## config.mk

```make
export PLATFORM = sky130hd
export DESIGN_NAME = gates_selftest
export DESIGN_NICKNAME = d
export VERILOG_FILES = /design/src/rtl/gates_selftest.sv
export SDC_FILE = /design/constraint.sdc
export NUM_CORES = 1
export LEC_CHECK = 0
export CELL_PAD_IN_SITES_DETAIL_PLACEMENT = 2
export CELL_PAD_IN_SITES_GLOBAL_PLACEMENT = 2
export CORE_MARGIN = 2
export CORE_UTILIZATION = 29
export CTS_BUF_LIST = sky130_fd_sc_hd__clkbuf_4 sky130_fd_sc_hd__clkbuf_8
export DETAILED_ROUTE_END_ITERATION = 10
export PLACE_DENSITY = 0.8
export SLEW_MARGIN = 20
export SYNTH_ARGS = -nofsm -noshare
export SYNTH_HDL_FRONTEND = slang
export SYNTH_SLANG_ARGS = --single-unit
```

## constraint.sdc

```tcl
create_clock -name clk -period 2.1 [get_ports clk]
set_input_delay 0.42 -clock clk [delete_from_list [all_inputs] [get_ports clk]]
set_output_delay 0.42 -clock clk [all_outputs]
set_load 0.03 [all_outputs]
```

## src/rtl/gates_selftest.sv

```systemverilog
// gates_selftest: drives the gates block through all four input vectors and accumulates
// per-gate and per-vector mismatch masks into a pass/fail verdict.
module gates_selftest #(
  parameter int SETTLE = 2
) (
  input  logic       clk,
  input  logic       reset,
  input  logic       start,
  output logic       in1,
  output logic       in2,
  input  logic [7:0] gate_out,
  output logic       busy,
  output logic       done,
  output logic       pass,
  output logic [7:0] fail_mask,
  output logic [3:0] fail_vec
);
  typedef enum logic [1:0] {IDLE, WAIT, SAMPLE, DONE} state_t;
  localparam logic [3:0] LOAD = 4'(SETTLE - 1);
  state_t r_state, w_next;
  logic [1:0] r_vec;
  logic [3:0] r_cnt;
  logic [7:0] r_mask;
  logic [3:0] r_fvec;
  logic       r_pass;
  logic       w_go, w_a, w_b;
  logic [7:0] w_exp, w_diff;
  assign w_a = r_vec[1];
  assign w_b = r_vec[0];
  assign w_go = start && (r_state == IDLE || r_state == DONE);
  // bit order: buffer, xnor, xor, nor, nand, not, or, and
  assign w_exp = {w_a, ~(w_a ^ w_b), w_a ^ w_b, ~(w_a | w_b), ~(w_a & w_b), ~w_a, w_a | w_b, w_a & w_b};
  assign w_diff = gate_out ^ w_exp;
  always_comb begin
    w_next = r_state;
    if (w_go) w_next = WAIT;
    else if (r_state == WAIT) w_next = (r_cnt == 4'd0) ? SAMPLE : WAIT;
    else if (r_state == SAMPLE) w_next = (r_vec == 2'd3) ? DONE : WAIT;
  end
  always_ff @(posedge clk) begin
    if (reset) begin
      r_state <= IDLE;
      r_vec   <= 2'd0;
      r_cnt   <= 4'd0;
      r_mask  <= 8'd0;
      r_fvec  <= 4'd0;
      r_pass  <= 1'b0;
    end else begin
      r_state <= w_next;
      if (w_go) begin
        r_vec  <= 2'd0;
        r_cnt  <= LOAD;
        r_mask <= 8'd0;
        r_fvec <= 4'd0;
        r_pass <= 1'b0;
      end else if (r_state == WAIT) begin
        r_cnt <= (r_cnt == 4'd0) ? r_cnt : r_cnt - 4'd1;
      end else if (r_state == SAMPLE) begin
        r_mask <= r_mask | w_diff;
        if (|w_diff) r_fvec[r_vec] <= 1'b1;
        if (r_vec == 2'd3) begin
          r_pass <= ~|(r_mask | w_diff);
        end else begin
          r_vec <= r_vec + 2'd1;
          r_cnt <= LOAD;
        end
      end
    end
  end
  assign in1       = r_vec[1];
  assign in2       = r_vec[0];
  assign busy      = (r_state == WAIT) || (r_state == SAMPLE);
  assign done      = (r_state == DONE);
  assign pass      = r_pass;
  assign fail_mask = r_mask;
  assign fail_vec  = r_fvec;
endmodule

```

### Yosys cells after proc, flatten, opt, wreduce, memory -nomap -nowiden

Index checks and enable logic that the tools add are counted.

| operators by class | value |
|---|---|
| add/sub/neg operators | 2 |
| multipliers | 0 |
| divide/modulo/power cells | 0 |
| order comparisons | 2 |
| equality and inequality tests | 8 |
| shifts and indexed selects | 0 |
| mux-type cells | 12 |
| bitwise logic cells | 12 |
| reduce and logical (&&, ||, !) cells | 18 |

Operators by type and width:

| operator | number |
|---|---|
| two-way mux 4 bit | 4 |
| OR reduction 8 bit | 2 |
| AND reduction 3 bit | 5 |
| two-way mux 2 bit | 4 |
| bitwise OR 8 bit | 1 |
| XOR 8 bit | 1 |
| == test 2 bit, second input constant | 3 |
| inequality test 3 bit, second input constant | 2 |
| inverter 1 bit | 6 |
| zero test 4 bit | 1 |
| inequality test 2 bit, second input constant | 2 |
| bitwise OR 4 bit | 1 |
| subtractor 4 x 1 -> 4 bit, second input constant | 1 |
| less-than comparator 2 x 3 -> 1 bit, second input constant | 1 |
| two-way mux 1 bit | 3 |
| nonzero test 3 bit | 1 |
| adder 2 x 1 -> 2 bit, second input constant | 1 |
| demux 1 bit (select 2 bit) | 1 |
| == test 2 x 1 -> 1 bit, second input constant | 1 |
| >= comparator 2 x 1 -> 1 bit, second input constant | 1 |
| logical AND 1 bit | 2 |
| zero test 2 bit | 1 |
| logical OR 1 bit | 2 |
| AND reduction 2 bit | 1 |
| other kinds (6) | 6 |

| storage, ports and cells | value |
|---|---|
| flip-flop bits (word level) | 21 |
| bits in latches | 0 |
| bits in writable memories | 0 |
| bits in read-only memories | 0 |
| bits of input ports | 11 |
| output and inout bits | 17 |
| logic and storage cells | 62 |
| memories | 0 |

### Depth between registers and ports, before layout

| logic depth | value |
|---|---|
| depth in word-level cells | 6 |
| depth in mapped cells | 7 |
| depth with buffers taken out | 6 |

### Least setup slack after synthesis

OpenSTA, ideal clock, no wires.

| timing | value |
|---|---|
| path kind | register to register |
| from | register r_vec[1] |
| to | register r_fvec[0] (netlist: fail_vec[0]) |
| library setup time | 0.130 ns |
| data arrival time | 1.952 ns |
| data required time | 1.970 ns |
| path slack | 0.018 ns |
| stages on the path, launching flop included | 7 |
| path buffers | 0 |
| clock period less this slack | 2.082 ns |
| cell sequence | dfxtp_1 inv_1 ha_1 xnor2_1 or4_4 nor4_4 o21ai_0 |

| between the ends | value |
|---|---|
| cells in the longest elaborated chain, start to end | 5 |
| elaborated cells between the ends (all ways) | 16 |
| those cells by class | 2 x order compare; 2 x mux; 9 x bitwise; 3 x reduce/logical |

Ends and longest elaborated chain:

| element | RTL line | RTL |
|---|---|---|
| start, declared | 21 | `logic [1:0] r_vec;` |
| start signal, assigned | 64 | `r_vec <= r_vec + 2'd1;` |
| less-than comparator 2 x 3 -> 1 bit (implied by the code) (tied with other cells) | 60 | `if (\|w_diff) r_fvec[r_vec] <= 1'b1;` |
| logical AND 1 bit (implied by the code) or inverter 1 bit (tied branches) | 60, 32 |  |
| two-way mux 1 bit (implied by the code) or XOR 8 bit (tied branches) | 60, 33 |  |
| demux 1 bit (select 2 bit) or OR reduction 8 bit (tied branches) | 60 |  |
| bitwise OR 4 bit (no line) or AND reduction 3 bit (tied branches) | -- |  |
| end signal, assigned | 46 | `r_fvec <= 4'd0;` |
| end signal, assigned | 54 | `r_fvec <= 4'd0;` |
| end signal, assigned by index | 60 |  |
| end, declared | 24 | `logic [3:0] r_fvec;` |

Parallel ways exist; a longest one is shown, timed or not.
A chain may end at the register's enable or synchronous reset.

### Final worst setup path

| timing | value |
|---|---|
| from | register r_state[0] |
| to | output done |

| between the ends | value |
|---|---|
| cells in the longest elaborated chain, start to end | 1 |

Ends and longest elaborated chain:

| element | RTL line | RTL |
|---|---|---|
| start, declared | 20 | `state_t r_state, w_next;` |
| start signal, assigned | 49 | `r_state <= w_next;` |
| == test 2 bit | 73 | `assign done = (r_state == DONE);` |
| end, declared | 13 | `output logic done,` |

Every way passes these cells.

==> key figures <==
Run status
  • Status: finished clean

CTS
  • H-tree lvl count: 1
  • TritonCTS Sinks: 21
  • Num CTS Buffers: 3
  • Clock latency on the worst-skew pair: between 0.2 and 0.3 ns
  • Hold buffers post-CTS: 0
  • Clock slew at reported path FFs: 0.08 ns
  • Setup bufs post-CTS: 0
  • CTS tree: built
  • Root buffer cell: clkbuf_8
  • CTS max path bufs: 2

Timing
  • Slew margin rel.: 65.2%
  • Slew Viols, Final: 0
  • Worst-margin pin slew: 0.522 ns
  • Fmax: approximately 500 MHz
  • Final setup TNS: 0 ns
  • RSZ-0062 raised after global routing: no
  • Skew final: 0.00611 ns
  • Period utilization: 93.9%
  • Setup-failing EPs final: 0
  • Tmin final: 1.97 ns
  • Final hold violations: 0

Critical path
  • Reg2reg setup slack: 0.14 ns
  • Crit path buffers/inverters: 2
  • Crit Reg-Reg Endpoint: fail_vec[1]
  • Crit path DAT: 1.55 ns
  • Critical path origin: r_state[0]
  • Crit Path Category: register to output port
  • Worst path max stage delay: 0.66 ns
  • CP startpoint kind: register
  • Ordered list of cells on the worst path: buf_4, ha_1, clkdlybuf4s50_1
  • CP Depth: 3
  • Slowest cell on crit path: clkdlybuf4s50_1
  • CP Max Fanout: 4
  • Crit path max-delay family: buffers and inverters
  • Req. time, crit path: 1.68 ns
  • Setup crit end: done
  • FF-to-FF path depth: 6
  • Crit. End Element: output port
  • R2r startpoint: r_vec[1]

Placement
  • # port buffers: 27
  • Cells after DPL: 198
  • GP Congestion: 0.779
  • Detail Placement HPWL: 2.55 mm

Global routing
  • GR Overflow Total: 0
  • Antenna violations before repair: 0
  • Vias in the first global route: 1094
  • Largest net degree at the start of global routing: 15
  • Global-route wire length before repair: 5.44 mm
  • Gr usage total: 17.0%

Routing
  • Antenna-violating nets left: 0
  • Post-Route WL: between 3 and 4 mm
  • Routed vias/inst: 4.86
  • Drt drc: 0
  • Vias: 981
  • Pre-antenna DRT Iters: 4
  • WL/cell: between 15 and 20 um
  • Drt initial violations: 21

Hold path
  • Hold Path Depth: 2
  • Tightest Hold Check Type: register to register

Final layout
  • Layout area overhead: 37.1%
  • # nets final: 176
  • Fillcell total: 429
  • Final cell count without fillers: 202
  • Antenna Cells: 0
  • Layout cells sized above 1: 10.4%
  • FF/Latch Area: 422 um^2
  • Multi-input logic area: 608 um^2

Yosys
  • List of most frequent post-synthesis cells: dfxtp_1, a21oi_1, nand2_1, nor2_1, ha_1
  • Mean Syn Cell Area: 8.92 um^2
  • Sequential area share after synthesis: between 30 and 40%
  • Compound-cell area share of the yosys netlist: 16.5%
  • Yosys top cell area share: 38.9%
  • Largest family of logic cells by synthesized area: simple AND/OR/NAND/NOR gates
  • Main synth FF type: dfxtp_1
  • Ys async rst share: 0%
  • Yosys top cell by area: dfxtp_1
  • Syn Std Cell Area: roughly 1100 um^2
  • EDFF count, synth: 0
  • Warnings, synthesis: 0
  • #FFs+latches synth: 21
  • Post-Synth Simple-Gate Area: around 21%
  • Cell count after synthesis: 121
  • Xor/xnor share of the synthesized area: 7.30%
  • Yosys cell types: 33
  • Synth area leaders: dfxtp_1, ha_1, a21oi_1
  • Dominant cell by count in the synthesized netlist: dfxtp_1
  • Mux cell area share after synthesis: 0%
  • Area share of fa/ha/maj cells after synthesis: 11.6%
  • Post-Synthesis Net Count: 142

Power and ir drop
  • Cell leakage power: between 0.5 and 0.6 nW
  • Peak supply drop: 718 uV
  • Pwr Density: 1140 nW/um^2

Floorplanning
  • Cell row count: 22
  • Die height: 65.0 um
  • I/O pin cnt: 28
  • Initial Util: 29.7%
  • Die area: 4230 um^2
  • Core footprint: around 3600 um^2
  • Die width: 65.0 um

Run
  • Max-cap violations: 0
==> cells in the final DEF (no fill, tap or decap), types with 2 or more instances in the layout <==
cell             Yosys  routed
nor2_1              11      11
ha_1                10       9
clkbuf_8             0       3
o2bb2ai_1            2       2
buf_4                0       6
nand3_1              3       3
or4_1                2       2
o21ai_0              6       5
clkdlybuf4s50_1      0      26
xnor2_1              5       5
nand2_1             11      11
xor2_1               4       4
o31ai_1              2       2
nand2b_1             2       2
inv_1                8       8
dfxtp_1             21      20
a211oi_1             2       2
a21oi_1             13      13
==> power by group <==
group | total (mW) | internal, mW | switching, mW
clock | 0.279 | 0.133 | 0.146
sequential | 0.519 | 0.467 | 0.0529
combinational | 0.894 | 0.349 | 0.545
total | 1.69 | 0.948 | 0.745
==> area by class of cell <==
type,instances,area share [%]
Multi-Input combinational cell,88,41.1
Sequential cell,21,28.5
Timing Repair Buffer,33,21.2
Tap cell,48,4.06
Clock buffer,3,2.79
Inverter,8,2.03
Clock inverter,1,0.338
==> worst register-to-register path: stages (launching register included) <==
cell and delay, ns:
dfxtp_1 0.38, inv_1 0.08, ha_2 0.23, xnor2_1 0.16
or4_4 0.56, nor4_4 0.31, o21ai_0 0.14
==> worst min-delay path by stage <==
stage / from / end / slack [ns]
global placement: fail_vec[2] / fail_vec[2] / 0.44
global route: fail_vec[2] / fail_vec[2] / 0.52
floorplan: r_cnt[3] / r_cnt[3] / 0.45
CTS: fail_vec[3] / fail_vec[3] / 0.47
finish: fail_vec[3] / fail_vec[3] / 0.46
detailed placement: fail_vec[3] / fail_vec[3] / 0.46
==> what timing repair did <==
item / CTS / global route
pin swaps: 0 / 1
endpoints found under the setup margin: 2 / 1
gates resized for setup: 2 / 2
==> per-layer routing <==
metal / part of all wire [%] / vias up / wire, um / global-route usage, %
met4: 1.6 / 0 / 51 / 6.77
li1: - / 484 / - / -
met1: 45 / 472 / 1460 / 20.5
met3: 3.1 / 5 / 99 / 3.13
met2: 50 / 20 / 1620 / 29.8
met5: 0 / - / 0 / 0
==> registers in the layout (all words and copies together) (netlist names) <==
register / count
pass: 1
r_vec: 2
r_state: 2
fail_mask: 8
r_cnt: 4
fail_vec: 4
==> cells by family (layout without fill, tap and decap cells) <==
group	count (synthesis)	count (layout)
simple gates	40	40
compound gates	29	29
flops	21	21
buf+inv	12	45
fa+ha+maj	10	10
xor+xnor	9	9
==> per-stage QoR <==
step                      setup WS, ns  instance area [um^2]  hold slack [ns]  power, mW  util [%]
final                            0.129                  1480            0.463       1.69      40.7
after global routing           0.00224                  1480            0.516       1.83      40.7
after CTS                       0.0800                  1480            0.472       1.72      40.7
after detailed placement      -0.00192                  1430            0.455       1.45      39.4
after global placement          0.0836                  1430            0.445       1.39      39.4
after floorplan                 0.0178                  1080            0.446       1.09         -
No activity file was read; power rests on OpenSTA's default activity.
